### src/rtl/audio_route_sequencer.sv
// Click-free headphone routing: debounces the requested route, fades the gain to
// silence, swaps the source mux, then fades back up. All audio updates happen on new_sample.
module audio_route_sequencer #(
  parameter int unsigned WIDTH          = 16,
  parameter int unsigned RAMP_SHIFT     = 5,
  parameter int unsigned STABLE_SAMPLES = 480
) (
  input  logic             clk,
  input  logic             rst_n,
  input  logic             new_sample,
  input  logic [1:0]       mode_in,
  input  logic [WIDTH-1:0] line_l,
  input  logic [WIDTH-1:0] line_r,
  input  logic [WIDTH-1:0] filt1_l,
  input  logic [WIDTH-1:0] filt1_r,
  input  logic [WIDTH-1:0] filt2_l,
  input  logic [WIDTH-1:0] filt2_r,
  output logic [WIDTH-1:0] hp_l,
  output logic [WIDTH-1:0] hp_r,
  output logic [1:0]       active_mode,
  output logic             busy
);

  localparam int unsigned GW = RAMP_SHIFT + 1;
  localparam int unsigned PW = WIDTH + RAMP_SHIFT + 1;
  localparam int unsigned CW = $clog2(STABLE_SAMPLES + 1);

  localparam logic [GW-1:0] GAIN_FULL  = {1'b1, {RAMP_SHIFT{1'b0}}};
  localparam logic [GW-1:0] GAIN_STEP  = GW'(1);
  localparam logic [CW-1:0] CNT_ONE    = CW'(1);
  localparam logic [CW-1:0] CNT_STABLE = CW'(STABLE_SAMPLES);

  typedef enum logic [1:0] {IDLE, DEBOUNCE, RAMP_DOWN, RAMP_UP} state_t;

  state_t          state, state_nx;
  logic [GW-1:0]   gain, gain_nx;
  logic [1:0]      target, target_nx;
  logic [1:0]      mode_nx;
  logic [CW-1:0]   count, count_nx;
  logic [WIDTH-1:0] src_l, src_r;
  logic [WIDTH-1:0] hp_l_nx, hp_r_nx;
  logic signed [PW-1:0] prod_l, prod_r;
  logic            unused_prod_bits;

  // State and datapath registers; hp uses pre-edge gain and route.
  always_ff @(posedge clk or negedge rst_n) begin
    if (!rst_n) begin
      state       <= RAMP_UP;
      gain        <= '0;
      target      <= '0;
      count       <= '0;
      active_mode <= '0;
      busy        <= 1'b1;
      hp_l        <= '0;
      hp_r        <= '0;
    end else begin
      state       <= state_nx;
      gain        <= gain_nx;
      target      <= target_nx;
      count       <= count_nx;
      active_mode <= mode_nx;
      busy        <= (state_nx == RAMP_DOWN) || (state_nx == RAMP_UP);
      if (new_sample) begin
        hp_l <= hp_l_nx;
        hp_r <= hp_r_nx;
      end
    end
  end

  always_comb begin
    state_nx  = state;
    gain_nx   = gain;
    target_nx = target;
    count_nx  = count;
    mode_nx   = active_mode;
    if (new_sample) begin
      case (state)
        IDLE: begin
          if (mode_in != active_mode) begin
            target_nx = mode_in;
            count_nx  = CNT_ONE;
            state_nx  = (STABLE_SAMPLES <= 1) ? RAMP_DOWN : DEBOUNCE;
          end
        end
        DEBOUNCE: begin
          if (mode_in == active_mode) begin
            state_nx = IDLE;
          end else if (mode_in != target) begin
            target_nx = mode_in;
            count_nx  = CNT_ONE;
          end else begin
            count_nx = count + CNT_ONE;
            if (count_nx >= CNT_STABLE) state_nx = RAMP_DOWN;
          end
        end
        RAMP_DOWN: begin
          // The silent sample is where the route swaps; gain holds at zero for it.
          if (gain == '0) begin
            mode_nx  = target;
            state_nx = RAMP_UP;
          end else begin
            gain_nx = gain - GAIN_STEP;
          end
        end
        RAMP_UP: begin
          gain_nx = gain + GAIN_STEP;
          if (gain_nx == GAIN_FULL) state_nx = IDLE;
        end
        default: state_nx = IDLE;
      endcase
    end
  end

  always_comb begin
    case (active_mode)
      2'd0:    begin src_l = line_l;  src_r = line_r;  end
      2'd1:    begin src_l = line_l;  src_r = filt1_r; end
      2'd2:    begin src_l = filt1_l; src_r = line_r;  end
      default: begin src_l = filt2_l; src_r = filt2_r; end
    endcase
    prod_l = $signed({{(RAMP_SHIFT+1){src_l[WIDTH-1]}}, src_l}) * $signed({{WIDTH{1'b0}}, gain});
    prod_r = $signed({{(RAMP_SHIFT+1){src_r[WIDTH-1]}}, src_r}) * $signed({{WIDTH{1'b0}}, gain});
    // Slicing above RAMP_SHIFT is the arithmetic shift (floor); top bit never differs from WIDTH-1.
    hp_l_nx = prod_l[WIDTH+RAMP_SHIFT-1:RAMP_SHIFT];
    hp_r_nx = prod_r[WIDTH+RAMP_SHIFT-1:RAMP_SHIFT];
    unused_prod_bits = ^{prod_l[PW-1], prod_l[RAMP_SHIFT-1:0], prod_r[PW-1], prod_r[RAMP_SHIFT-1:0]};
  end

endmodule

### config.mk
export PLATFORM = sky130hd
export DESIGN_NAME = audio_route_sequencer
export DESIGN_NICKNAME = d
export VERILOG_FILES = /design/src/rtl/audio_route_sequencer.sv
export SDC_FILE = /design/constraint.sdc
export NUM_CORES = 1
export LEC_CHECK = 0
export ABC_CLOCK_PERIOD_IN_PS = 7560
export CAP_MARGIN = 20
export CORE_ASPECT_RATIO = 1.1
export CORE_MARGIN = 5
export CORE_UTILIZATION = 55
export DETAILED_ROUTE_END_ITERATION = 12
export HOLD_SLACK_MARGIN = 0.15
export PLACE_DENSITY = 0.84
export SETUP_SLACK_MARGIN = 0.02
export SYNTH_ARGS = -nofsm -noshare
export SYNTH_HDL_FRONTEND = slang
export SYNTH_SLANG_ARGS = --single-unit
### constraint.sdc
create_clock -name clk -period 7.56 [get_ports clk]
set_input_delay 1.134 -clock clk [delete_from_list [all_inputs] [get_ports clk]]
set_output_delay 1.134 -clock clk [all_outputs]
set_load 0.02 [all_outputs]
==> summary.md <==
| Metric | Value |
|---|---|
| Outcome | finished clean |
| Number of detailed-route iterations in the first pass | 5 |
| Reg power frac | a little under a third |
| Crit. End Element | register |
| Hold Path Class | register to register |
| Fmax | 162 MHz |
| Worst Skew | 0.00919 ns |
| #FFs+latches synth | 54 |
| Yosys warns | 0 |
| DR WL met2 | 11.4 mm |
| Delay-heaviest family, CP | adder cells |
| Starting Density | approximately 56% |
| Vias per cell | 5.50 |
| TritonCTS Buffers | 5 |
| Initial DRC count | around 500 |
| CTS tree | built |
| Seq/Total Area, Yosys | 14.2% |
| Grt ovf | 0 |
| Slew @ Worst Pin | about 1.1 ns |
| Gr usage total | 23.4% |
| CTS max path bufs | 2 |
| Critical path type | input pin to register |
| # Post-CTS Setup Buffers | 0 |
| Share of cells above drive strength 1 | ~4.8% |
| Syn Inst Count | 1094 |
| Crit Reg-Reg Endpoint | hp_l[7]$_DFFE_PN0P_ |
| First-pass GRT wire length | 38.4 mm |
| Endpoints failing setup | 0 |
| Max_slew headroom | between 20% and 30% |
| CTS Root Cell | clkbuf_16 |
| Post-synth cell types | 70 |
| DRT met1 WL | 9.62 mm |
| Drt drc | 0 |
| Drt wl/cell | between 15 and 20 um |
| Row count | 50 |
| Largest net degree at the start of global routing | 55 |
| WP buf/inv | 5 |
| CP max stage delay | 0.57 ns |
| Synth Area in Compound Gates | 11.2% |
| XOR/XNOR Fraction of Synth Area | between 4 and 5% |
| Worst Reg2Reg Path Length in Cells | 20 |
| Sw frac | around 38% |
| Comb pwr share | between 40% and 50% |
| Placer Congestion | 0.880 |
| Crit Path Max Fanout | 6 |
| Synthesized net count | 1400 |
| WP data arrival | 6.39 ns |
| Clk sinks | between 50 and 60 |
| Post-synth ARST share | 100% |
| Largest cells by area after synthesis | fa_1, dfrtp_1, ha_1 |
| Post-DP HPWL | ~18 mm |
| R2R Setup Slk | around 1.4 ns |
| Lkg Pwr | 0.00528 uW |
| Hold WS | between 0.4 and 0.5 ns |
| R2R Path Start | active_mode[0]$_DFFE_PN0P_ |
| WL final | 22.7 mm |
| Internal | 745 uW |
| Final period util | 81.9% |
| # H-tree levels | 2 |
| Mapped Area | between 9000 and 10000 um^2 |
| Nets@finish | 1505 |
| Hold_buf cts | 0 |
| Core area | approximately 17000 um^2 |
| Worst-skew pair later-pin latency | ~0.31 ns |
| Chip Height | 148 um |
| Synth Area in Simple Gates | 20.6% |
| Routed via count | 7892 |
| Synth Area in Adders | a little over a third |
| Final ANT Viol Nets | 0 |
| Yosys top cell by area | fa_1 |
| Startpoint Class | input pin |
| Clock network power share | 21.6% |
| Req. time, crit path | between 7 and 8 ns |
| RSZ-0062 raised after global routing | false |
| Max-slew violation count | 0 |
| Diodes inserted | 0 |
| Vias in the first global route | 7979 |
| WHS Path Cells | 1 |
| TNS Setup | 0 ns |
| Die W | 136 um |
| Post_cts resized | 0 |
| Area Growth Syn to Fin | 17.7% |
| Worst vdd ir | 0.0896 mV |
| Mux share of post-synthesis cell area | ~5.6% |
| Antenna violations before repair | 0 |
| Clock slew at the register clock pins of the worst setup and hold paths | 0.08 ns |
| Post-layout min period | 6.19 ns |
| PD cells | 107 nW/um^2 |
| Top sig layer | met4 |
| Worst path slowest cell | o21ai_0 |
| IO buf count | 135 |
| Met3 routed WL | 1.40 mm |
| Mean post-synth cell area | between 8 and 9 um^2 |
| Num ports | around 140 |
| Fin util | 66.0% |
| Top cell type's share of synthesized area | 25.5% |
| Number of max-cap violations | 0 |
| Largest family of logic cells by synthesized area | adder cells |
| Hold Startpoint | hp_r[11]$_DFFE_PN0P_ |
| Fin. Hold Viols | 0 |
| Synth Flop Type | dfrtp_1 |
| Crit path cell chain | clkdlybuf4s50_1 > o21ai_0 > nor2b_1 > fa_1 > inv_1 > fa_1 > inv_1 > fa_1 > inv_1 > fa_1 > inv_1 > ha_1 > a21oi_1 > nand2_1 > a311oi_2 > o21ai_0 > a31oi_1 > xnor2_1 > mux2_2 |
| Die ar. | 20100 um^2 |
| Worst hold endpoint | hp_r[11]$_DFFE_PN0P_ |
| Switching Power | 455 uW |
| Post-synth EDFFs | 0 |
## registers in the layout, summed over array words and instances (netlist names)
name,count
hp_l,16
hp_r,16
count,9
gain,6
active_mode,2
state,2
target,2
busy,1
## kinds of logic (layout without fill, tap and decap cells)
family	count (synthesis)	after routing
simple gates	377	377
xor+xnor	44	44
mux	51	51
flops	54	54
fa+ha+maj	205	205
compound gates	160	160
buf+inv	203	309
## cell usage after synthesis (4+ instances only)
library cell  instances
inv_1               153
fa_1                122
nor2b_1             109
ha_1                 83
nand2_1              82
nor2_1               68
o21ai_0              53
dfrtp_1              51
clkbuf_1             42
xnor2_1              37
mux2i_1              32
nand2b_1             31
a21oi_1              28
nand3_1              23
mux2_2               18
and2_1               17
a21o_1               14
and3_1               10
nor3_1                9
nand4_1               8
o21a_1                7
xor2_1                7
a31oi_1               6
a211oi_1              5
o31ai_1               5
a211o_1               4
nor3b_1               4
o21bai_1              4
## how the worst max path moves through the flow
stage               cells past startpoint  slack, ns             endpoint                  startpoint
floorplan                              22       1.86  hp_l[7]$_DFFE_PN0P_  active_mode[0]$_DFFE_PN0P_
global placement                       19       1.24  hp_l[7]$_DFFE_PN0P_                   line_l[5]
detailed placement                     19       1.11  hp_l[7]$_DFFE_PN0P_                   line_l[3]
CTS                                    20       1.40  hp_l[7]$_DFFE_PN0P_  active_mode[0]$_DFFE_PN0P_
global route                           20       1.13  hp_l[7]$_DFFE_PN0P_  active_mode[0]$_DFFE_PN0P_
finish                                 19       1.37  hp_l[7]$_DFFE_PN0P_                   line_l[3]
## routing by layer
metal,global-route usage (%),up-vias
li1,-,3759
met1,30.7,3873
met2,41.0,233
met3,3.86,27
met4,4.54,0
met5,0,-
## cells in the final DEF, fill, tap and decap left out, drive strengths merged, types with 9 or more instances in the layout
cell and instances:
a21o 14, a21oi 30, and2 17, and3 10, buf 11, clkdlybuf4s50 134
dfrtp 51, fa 122, ha 83, inv 157, mux2 18, mux2i 33
nand2 82, nand2b 31, nand3 23, nand4 9, nor2 68, nor2b 109
nor3 9, o21ai 55, xnor2 37
## final cells by class
class,instances,area [um^2]
clock buffer,5,125
fill,1395,5810
clock inverter,3,28.8
multi-input combinational,837,7440
inverter,156,586
sequential,54,1360
timing repair buffer,145,1430
tap,234,293
## stage by stage
stage | worst slack [ns] | instance area, um^2 | cells | total power (uW)
2_1_floorplan | 1.86 | 9570 | 1094 | 721
3_3_place_gp | 1.24 | 11100 | 1425 | 934
3_5_place_dp | 1.11 | 11100 | 1425 | 949
4_1_cts | 1.40 | 11200 | 1433 | 1210
5_1_grt | 1.13 | 11300 | 1434 | 1280
6_report | 1.37 | 11300 | 1434 | 1200
## power groups by stage
stage          clock network [uW]  logic, uW  registers [uW]
2_1_floorplan                   0        295             426
3_3_place_gp                    0        561             373
3_5_place_dp                    0        577             372
4_1_cts                       264        579             367
5_1_grt                       274        633             375
6_report                      259        574             367
Power figures use the tool's default switching activity.
